File: src/rtl/sseg_capture_pkg.sv
// Shared constants for the 7-segment capture path: canonical gfedcba glyphs,
// 4-bit decode codes and the scan-FSM state encoding.
package sseg_capture_pkg;

    localparam logic [6:0] SEG_0     = 7'h3F;
    localparam logic [6:0] SEG_1     = 7'h06;
    localparam logic [6:0] SEG_2     = 7'h5B;
    localparam logic [6:0] SEG_3     = 7'h4F;
    localparam logic [6:0] SEG_4     = 7'h66;
    localparam logic [6:0] SEG_5     = 7'h6D;
    localparam logic [6:0] SEG_6     = 7'h7D;
    localparam logic [6:0] SEG_7     = 7'h07;
    localparam logic [6:0] SEG_8     = 7'h7F;
    localparam logic [6:0] SEG_9     = 7'h6F;
    localparam logic [6:0] SEG_MINUS = 7'h40;
    localparam logic [6:0] SEG_BLANK = 7'h00;

    localparam logic [3:0] CODE_MAX_DIGIT = 4'd9;
    localparam logic [3:0] CODE_MINUS     = 4'd10;
    localparam logic [3:0] CODE_BLANK     = 4'd11;
    localparam logic [3:0] CODE_INVALID   = 4'd15;

    typedef enum logic [1:0] {
        ST_WAIT    = 2'd0,
        ST_SETTLE  = 2'd1,
        ST_CAPTURE = 2'd2,
        ST_HOLD    = 2'd3
    } scan_state_t;

    function automatic logic is_onehot4(input logic [3:0] v);
        return (v != 4'd0) && ((v & (v - 4'd1)) == 4'd0);
    endfunction

endpackage

File: src/rtl/sseg_decode.sv
// Combinational glyph decoder: canonical active-high gfedcba pattern to a
// 4-bit digit/minus/blank/invalid code.
module sseg_decode
    import sseg_capture_pkg::*;
(
    input  logic [6:0] seg,
    output logic [3:0] code
);

    always_comb begin
        code = CODE_INVALID;
        case (seg)
            SEG_0:     code = 4'd0;
            SEG_1:     code = 4'd1;
            SEG_2:     code = 4'd2;
            SEG_3:     code = 4'd3;
            SEG_4:     code = 4'd4;
            SEG_5:     code = 4'd5;
            SEG_6:     code = 4'd6;
            SEG_7:     code = 4'd7;
            SEG_8:     code = 4'd8;
            SEG_9:     code = 4'd9;
            SEG_MINUS: code = CODE_MINUS;
            SEG_BLANK: code = CODE_BLANK;
            default:   code = CODE_INVALID;
        endcase
    end

endmodule

File: src/rtl/sseg_capture.sv
// Reconstructs the signed 9-bit value shown on a scanned 4-digit display and
// publishes it after two identical frames. Optional stale detector: SSEG_STALE_TIMEOUT_EN.
module sseg_capture
    import sseg_capture_pkg::*;
#(
    parameter int SETTLE_CYC     = 4,
    parameter bit SEG_ACTIVE_LOW = 1'b1,
    parameter bit AN_ACTIVE_LOW  = 1'b1,
    parameter int TIMEOUT_CYC    = 4096
) (
    input  logic       clk,
    input  logic       rst_n,
    input  logic [6:0] SSeg,
    input  logic [3:0] an,
    output logic [8:0] resultado,
    output logic       valid,
    output logic       new_value,
    output logic       err,
    output logic       stale
);

    localparam int SET_W = (SETTLE_CYC < 2) ? 1 : $clog2(SETTLE_CYC);
    localparam logic [SET_W-1:0] SET_LOAD = SET_W'(SETTLE_CYC - 1);

    logic [6:0]       seg_norm;
    logic [3:0]       an_norm;
    logic [3:0]       seg_code;
    logic [3:0]       an_lat;
    logic             an_moved;
    scan_state_t      state, state_next;
    logic [SET_W-1:0] settle_cnt;
    logic             capture_en;
    logic [3:0]       mask, mask_merged;
    logic             frame_done, eval_q;
    logic [3:0]       slot [4];
    logic [9:0]       mag;
    logic             frame_ok;
    logic [8:0]       frame_val;
    logic [8:0]       prev_val;
    logic             prev_ok;
    logic             stale_raise;

    assign seg_norm = SEG_ACTIVE_LOW ? ~SSeg : SSeg;
    assign an_norm  = AN_ACTIVE_LOW ? ~an : an;
    assign an_moved = (an_norm != an_lat);

    sseg_decode u_decode (
        .seg  (seg_norm),
        .code (seg_code)
    );

    always_comb begin
        state_next = state;
        case (state)
            ST_WAIT:    if (is_onehot4(an_norm)) state_next = ST_SETTLE;
            ST_SETTLE: begin
                if (an_moved)                    state_next = ST_WAIT;
                else if (settle_cnt == '0)       state_next = ST_CAPTURE;
            end
            ST_CAPTURE:                          state_next = ST_HOLD;
            ST_HOLD:    if (an_moved)            state_next = ST_WAIT;
            default:                             state_next = ST_WAIT;
        endcase
    end

    always_ff @(posedge clk) begin
        if (!rst_n) begin
            state      <= ST_WAIT;
            an_lat     <= 4'd0;
            settle_cnt <= '0;
        end else begin
            state <= state_next;
            if (state == ST_WAIT && is_onehot4(an_norm)) begin
                an_lat     <= an_norm;
                settle_cnt <= SET_LOAD;
            end else if (state == ST_SETTLE && settle_cnt != '0) begin
                settle_cnt <= settle_cnt - SET_W'(1);
            end
        end
    end

    // an_lat is one-hot while capturing, so it doubles as the slot select.
    assign capture_en  = (state == ST_CAPTURE);
    assign mask_merged = mask | (capture_en ? an_lat : 4'd0);
    assign frame_done  = capture_en && (mask_merged == 4'b1111);

    always_ff @(posedge clk) begin
        if (!rst_n) begin
            mask   <= 4'd0;
            eval_q <= 1'b0;
            for (int i = 0; i < 4; i++) slot[i] <= 4'd0;
        end else begin
            eval_q <= frame_done;
            if (stale_raise || frame_done) mask <= 4'd0;
            else                           mask <= mask_merged;
            for (int i = 0; i < 4; i++) begin
                if (capture_en && an_lat[i]) slot[i] <= seg_code;
            end
        end
    end

    always_comb begin
        mag = 10'(slot[2]) * 10'd100 + 10'(slot[1]) * 10'd10 + 10'(slot[0]);
        frame_ok = (slot[3] == 4'd0 || slot[3] == CODE_BLANK || slot[3] == CODE_MINUS)
                && (slot[2] <= CODE_MAX_DIGIT)
                && (slot[1] <= CODE_MAX_DIGIT)
                && (slot[0] <= CODE_MAX_DIGIT)
                && (mag <= 10'd255);
        frame_val = (slot[3] == CODE_MINUS) ? (~mag[8:0] + 9'd1) : mag[8:0];
    end

    always_ff @(posedge clk) begin
        if (!rst_n) begin
            resultado <= 9'd0;
            valid     <= 1'b0;
            new_value <= 1'b0;
            err       <= 1'b0;
            prev_val  <= 9'd0;
            prev_ok   <= 1'b0;
        end else begin
            new_value <= 1'b0;
            err       <= 1'b0;
            if (eval_q) begin
                if (!frame_ok) begin
                    err     <= 1'b1;
                    prev_ok <= 1'b0;
                end else begin
                    prev_val <= frame_val;
                    prev_ok  <= 1'b1;
                    if (prev_ok && prev_val == frame_val) begin
                        resultado <= frame_val;
                        valid     <= 1'b1;
                        new_value <= !valid || (frame_val != resultado);
                    end
                end
            end
            // A stale display invalidates any half-confirmed frame.
            if (stale_raise) prev_ok <= 1'b0;
        end
    end

`ifdef SSEG_STALE_TIMEOUT_EN
    localparam int IDLE_W = $clog2(TIMEOUT_CYC + 1);
    localparam logic [IDLE_W-1:0] IDLE_MAX = IDLE_W'(TIMEOUT_CYC);

    logic [IDLE_W-1:0] idle_cnt;
    logic [3:0]        an_prev;

    always_ff @(posedge clk) begin
        if (!rst_n) begin
            idle_cnt <= '0;
            an_prev  <= 4'd0;
        end else begin
            an_prev <= an_norm;
            if (an_norm != an_prev)   idle_cnt <= '0;
            else if (idle_cnt != IDLE_MAX) idle_cnt <= idle_cnt + IDLE_W'(1);
        end
    end

    assign stale       = (idle_cnt == IDLE_MAX);
    assign stale_raise = (an_norm == an_prev) && (idle_cnt == IDLE_MAX - IDLE_W'(1));
`else
    // Always 0 for any legal TIMEOUT_CYC; no idle counter exists in this build.
    assign stale       = (TIMEOUT_CYC < 0);
    assign stale_raise = 1'b0;
`endif

endmodule

File: config.mk
export PLATFORM = sky130hd
export DESIGN_NAME = sseg_capture
export DESIGN_NICKNAME = d
export VERILOG_FILES = /design/src/rtl/sseg_capture_pkg.sv /design/src/rtl/sseg_decode.sv /design/src/rtl/sseg_capture.sv
export SDC_FILE = /design/constraint.sdc
export NUM_CORES = 1
export LEC_CHECK = 0
export BUFFER_PORTS_ARGS = -buffer_cell sky130_fd_sc_hd__buf_4
export CORE_MARGIN = 8
export CORE_UTILIZATION = 55
export CTS_CLUSTER_DIAMETER = 40
export DETAILED_ROUTE_END_ITERATION = 8
export PLACE_DENSITY = 0.72
export SETUP_SLACK_MARGIN = 0.1
export SLEW_MARGIN = 20
export SYNTH_ARGS = -nofsm -noshare
export SYNTH_HDL_FRONTEND = slang
export SYNTH_SLANG_ARGS = --single-unit
File: constraint.sdc
create_clock -name clk -period 11.35 [get_ports clk]
set_clock_uncertainty 0.15 [all_clocks]
set_input_delay 1.7025 -clock clk [delete_from_list [all_inputs] [get_ports clk]]
set_output_delay 1.7025 -clock clk [all_outputs]
set_load 0.02 [all_outputs]
### Yosys cells after proc, flatten, opt, wreduce, memory -nomap -nowiden

Memory sizes are Yosys's and may differ from the RTL's.
Cells that the tools add are included.

* register bits: 35
* logic and storage cells: 116
* RAM bits: 16
* input bits: 13
* memories kept: 1

* multipliers: 2
* bitwise gates (word level): 10
* add/subtract/negate cells: 5
* $lt $le $gt $ge: 4
* eq/ne operators: 23
* mux-type cells: 29
* reductions and logical operators: 31

Memory list
* slot: depth 4, width 4, rd ports 4, clocked after memory_dff 0, wr ports 4, RTL line sseg_capture.sv:35 `logic [3:0] slot [4];`

Operators by type and width (number)
* $eq A7 B7 Y1 const B: 8
* $pmux W4 S12: 1
* $mux W4: 5
* $mux W1: 15
* $eq A7 B3 Y1 const B: 2
* $logic_and A1 B1 Y1: 13
* $eq A4 B4 Y1 const B: 3
* $le A4 B4 Y1 const B: 3
* $mux W2: 6
* $add A10 B4 Y10: 1
* $add A10 B8 Y10: 1
* $le A10 B8 Y1 const B: 1
* $add A9 B1 Y9 const B: 1
* $eq A9 B9 Y1: 1
* $mux W9: 1
* $ne A9 B9 Y1: 1
* $not A9 Y9: 1
* $logic_not A4 Y1: 2
* $mul A4 B5 Y8 const B: 1
* $pmux W2 S4: 1
* $eq A7 B6 Y1 const B: 1
* $logic_not A7 Y1: 1
* $mul A4 B3 Y7 const B: 1
* $not A7 Y7: 1
* other kinds (22): 32

### Longest topological paths before layout

An unclocked memory read counts as a cell.

* depth after elaboration: 10
* depth in mapped cells: 14

### Modules after synthesis

A second synthesis with hierarchy kept.

* cells, all modules: 448
* area, all modules: 3834.9 µm²

By module, submodules not included
* sseg_capture: instances 1, sequential area each 1181.1 µm², cells an instance 407, area an instance 3592.2 µm²
* sseg_decode: instances 1, sequential area each 0.0 µm², cells an instance 41, area an instance 242.7 µm²

### Worst setup path before layout

OpenSTA, ideal clock, no wires.

* kind: flip-flop to flip-flop
* start point: mem slot[1][1], in the netlist slot[0][5]
* end point: reg resultado[1]
* period minus slack after synthesis: 4.287 ns
* path slack: 7.063 ns
* data arrival time: 4.001 ns
* data required time: 11.065 ns
* library setup time: 0.135 ns
* stages on the path, launching flop included: 14
* cells stage by stage: edfxtp_1 -> ha_1 -> ha_1 -> fa_1 -> ha_1 -> ha_1 -> a211oi_1 -> o21bai_1 -> xor3_1 -> and3_1 -> or4_4 -> or4_4 -> nor2_4 -> a211oi_1

RTL lines
* start, declared: RTL line sseg_capture.sv:35
* end signal, assigned: RTL line sseg_capture.sv:131 `resultado <= frame_val;`
* end, declared: RTL line sseg_capture.sv:15 `output logic [8:0] resultado,`

==> reports/qor.log <==
INFO  critical_path  crit_chain=ha_1 -> ha_1 -> fa_1 -> xor2_1 -> ha_1 -> ha_1 -> a21oi_1 -> o31ai_1 -> a21o_1 -> a21o_1 -> xnor2_1 -> nand2_1 -> a21oi_1 -> nor2_1
INFO  power          pwr-share-comb=0.254
INFO  floorplan      core_footprint=5960µm²
INFO  clocking       ctsLongestPathBuffers=2
INFO  floorplan      design.die.area=9010µm²
INFO  finish         area_growth_syn_to_layout=9.91%
INFO  yosys          netlist.top_cell.by_area=dfxtp_1
INFO  job            max-cap-violations=0
INFO  floorplan      die_width=94.9µm
INFO  clocking       cts_inserted_buffers=5
INFO  yosys          synth_seq_cells=51
INFO  clocking       cts_setup_buffers=0
INFO  global_route   number_of_antenna_violations_at_the_first_check_in_global_routing=0
INFO  place          routabilityCongestion=0.819
INFO  hold_path      min-delay-path-class=flip-flop to flip-flop
INFO  finish         n_antenna_cell=0
INFO  drt            via_count=2683
INFO  yosys          async_reset_ff_frac=0
INFO  clocking       clk_transition_reported_paths=100ps
INFO  drt            detail_route.vias_per_cell=5.76
INFO  place          dp_cells=458
INFO  finish         filler_cell_count=517
INFO  critical_path  critical_path_class=flip-flop to flip-flop
INFO  timing         fmaxAchievable=217MHz
INFO  clocking       clock_sink_count=51
INFO  clocking       cts_tree=built
INFO  yosys          number_of_cells_produced_by_synthesis=367
INFO  drt            routed_wirelength=7.03mm
INFO  global_route   vias_in_the_first_global_route=2625
INFO  clocking       clk-insertion-delay-late=310ps
INFO  critical_path  regToRegEndpoint=prev_val[0]$_SDFFE_PN0P_
INFO  yosys          post_synth_instance_area=3420µm²
INFO  drt            drt_pass1_iterations=4
INFO  drt            antenna_violating_nets_post_route=0
INFO  drt            route.detailed.wl_per_inst=15.1µm
INFO  timing         fin_crit_sh=0.405
INFO  power          p_sw_frac=0.323
INFO  finish         design.final.nets=436
INFO  hold_path      holdPathEnd=prev_val[4]$_SDFFE_PN0P_
INFO  yosys          synthDistinctLibCells=58
INFO  floorplan      num_rows=28
INFO  floorplan      design.portCount=26
INFO  power          switching_power=0.000134W
INFO  hold_path      hold_start=prev_val[4]$_SDFFE_PN0P_
INFO  hold_path      worst_hold_path.num_cells=2
INFO  timing         setup-tns-final=0ps
INFO  power          static-leakage-power=1.57nW
INFO  finish         drive_gt1_frac=0.123
INFO  timing         final_report_max_slew_violation_count=0
INFO  drt            drtIter0Drc=150
INFO  floorplan      start_util=0.575
INFO  yosys          synth_sequential_area_ratio=0.345
INFO  critical_path  worstReg2RegStart=slot[0][7]$_SDFFCE_PN0P_
INFO  global_route   grt_start_max_net_pins=29
INFO  place          post-dp-hpwl=5.48mm
INFO  timing         rsz_0062_raised_after_global_routing=no
INFO  power          internal-power=0.000281W
INFO  yosys          ys.warnings.count=0
INFO  yosys          dominantRegCellSynth=dfxtp_1
INFO  global_route   wire_length_of_the_first_global_routing_pass=12.4mm
INFO  place          place.port_buffers=24
INFO  critical_path  depth_of_the_worst_register_to_register_path=14
INFO  timing         total_setup_violations_reported_at_the_end_of_the_flow=0
INFO  timing         worst-slew-pin-transition=1030ps
INFO  critical_path  critPathLaunchType=flip-flop
INFO  power          power_density_relative_to_cell_area=110nW/µm²
INFO  finish         final-instance-count-excl-fill=466
INFO  critical_path  timing.reg2reg.setup_slack=6750ps
INFO  yosys          synthesized_area_divided_by_synthesized_cell_count=9.33µm²
INFO  clocking       cts-resized-gates=0
INFO  critical_path  worst-endpoint-arrival=4650ps
INFO  yosys          synth_enable_flop_cells=16
INFO  critical_path  worstSetupEndpointType=flip-flop
INFO  critical_path  max_stage_delay=820ps
INFO  timing         relSlewSlack=0.308
INFO  clocking       root_buffer=clkbuf_8
INFO  clocking       htree_levels=2
INFO  yosys          synth_top_area_frac=0.205
INFO  clocking       cts_hold_buf=0
INFO  drt            number_of_drc_violations_after_detailed_routing=0
INFO  critical_path  critPathMostFrequentCell=ha_1
INFO  power          worst_ir_drop_vdd=0.0000684V
INFO  critical_path  worst-path-max-fanout=13
INFO  yosys          syn_nets=413
INFO  global_route   gr-usage-all-layers=0.171
INFO  power          portion_of_total_power_attributed_to_sequential_cells=0.473
INFO  critical_path  slowest_stage=xnor2_1
INFO  power          power.clock.fraction=0.272
INFO  global_route   total_overflow_reported_by_the_global_router=0
INFO  timing         count_of_endpoints_failing_hold_in_the_final_timing_report=0
INFO  floorplan      die_h=94.9µm
INFO  timing         final_period_minus_worst_setup_slack=4600ps
INFO  critical_path  cp.required=11400ps
INFO  status         status=completed
INFO  yosys          synth.area.top_cells=dfxtp_1, edfxtp_1, ha_1
==> cell usage after synthesis (2+ instances only) <==
cell type	n
a21oi_1	40
nor4_1	2
o21ai_1	2
or2_2	4
nand2_1	27
a21o_1	4
mux2i_1	2
dfxtp_1	35
and3_1	2
nand2b_1	2
a31oi_1	2
nor3_1	10
o31ai_1	3
nor3b_1	3
a211oi_1	8
xnor3_1	2
xnor2_1	18
o21bai_1	2
clkbuf_1	8
nor2_1	31
xor2_1	22
or3_1	4
ha_1	28
a311oi_1	5
inv_1	20
xor3_1	2
nand4bb_1	3
nand3_1	9
nor2b_1	6
edfxtp_1	16
nand4_1	3
fa_1	5
o21ai_0	11
or4_4	2
==> cell usage in the layout (no fill, tap or decap), drive strengths merged, types with 2 or more instances in the layout <==
cell	netlist	layout
nor4	3	3
or3	4	4
inv	21	24
a211oi	9	9
nand2	27	27
mux2i	3	3
o31ai	3	3
a21oi	40	40
xor3	2	2
or4	3	3
nand3	9	9
buf	1	25
nor2	32	32
or2	4	4
xnor3	2	2
nor2b	6	6
a311oi	5	5
o21bai	2	2
a31oi	2	2
fa	5	5
o21ai	13	13
ha	28	28
nand2b	2	2
dfxtp	35	35
edfxtp	16	16
nor3	10	10
a21o	4	4
and3	2	2
xnor2	19	19
nand4bb	3	3
xor2	22	22
nand4	3	3
nor3b	3	3
clkbuf	8	5
==> flip-flops by register name, indices dropped and copies added, names as in the netlist, named ones only <==
register / count
slot: 16
prev_val: 9
resultado: 9
an_lat: 4
mask: 4
settle_cnt: 2
err: 1
eval_q: 1
new_value: 1
prev_ok: 1
state: 1
valid: 1
==> worst max-delay path, delay by kind of cell (launching register included) <==
| kind | cells | cell delay [ps] |
|---|---|---|
| flip-flops | 1 | 460 |
| AND/OR/NAND/NOR | 2 | 400 |
| XOR/XNOR | 2 | 980 |
| adder cells (fa/ha/maj) | 5 | 1570 |
| AO/OA/AOI/OAI | 5 | 930 |
==> cell families (layout without fill, tap and decap cells) <==
logic type | count (synthesis) | count (layout) | share of synthesized area
flops | 51 | 51 | 0.345
simple gates | 115 | 115 | 0.181
fa+ha+maj | 33 | 33 | 0.132
other cells | 1 | 1 | 0.00110
mux | 4 | 4 | 0.0132
compound gates | 88 | 88 | 0.160
buf+inv | 30 | 54 | 0.0340
xor+xnor | 45 | 45 | 0.134
==> how the worst max path moves through the flow <==
stage | start | end | slack (ps) | depth (start not counted)
final | slot[0][7]$_SDFFCE_PN0P_ | prev_val[0]$_SDFFE_PN0P_ | 6750 | 14
after global routing | slot[0][5]$_SDFFCE_PN0P_ | resultado[1]$_SDFFE_PN0P_ | 6280 | 14
after CTS | slot[0][5]$_SDFFCE_PN0P_ | prev_val[8]$_SDFFE_PN0P_ | 6760 | 13
after detailed placement | slot[0][5]$_SDFFCE_PN0P_ | prev_val[0]$_SDFFE_PN0P_ | 6780 | 14
after global placement | slot[0][5]$_SDFFCE_PN0P_ | prev_val[0]$_SDFFE_PN0P_ | 6840 | 14
after floorplan | slot[0][5]$_SDFFCE_PN0P_ | resultado[1]$_SDFFE_PN0P_ | 7060 | 13
==> final cells by class <==
cell class | instances | area, µm² | area share
multi-input cells | 286 | 2130 | 0.565
repair buffers | 25 | 188 | 0.0499
inverters | 21 | 78.8 | 0.0210
clock buffers | 5 | 68.8 | 0.0183
well taps | 75 | 93.8 | 0.0249
flip-flops and latches | 51 | 1180 | 0.314
clock inverters | 3 | 26.3 | 0.00698
==> power groups by stage <==
stage	sequential [W]	clock (W)	combinational, W
after global placement	0.000200	0	0.000103
after floorplan	0.000199	0	0.0000823
after CTS	0.000196	0.000115	0.000105
after global routing	0.000197	0.000123	0.000118
final	0.000196	0.000113	0.000106
after detailed placement	0.000200	0	0.000105
==> layer usage <==
metal,vias up,share of wire,global-route usage
met5,-,0,0
li1,1369,-,-
met2,59,0.48,0.290
met4,0,0.012,0.0403
met1,1246,0.46,0.215
met3,9,0.049,0.0373
==> metrics by stage <==
step	area, µm²	setup WS (ps)	power [W]	util	hold WS [ps]
after global placement	3670	6840	0.000303	0.616	299
after global routing	3760	6280	0.000438	0.632	354
after detailed placement	3670	6780	0.000305	0.616	304
after floorplan	3420	7060	0.000281	-	287
final	3760	6750	0.000415	0.632	314
after CTS	3760	6760	0.000417	0.632	319
Note: power is estimated with default switching activity, not from simulation.
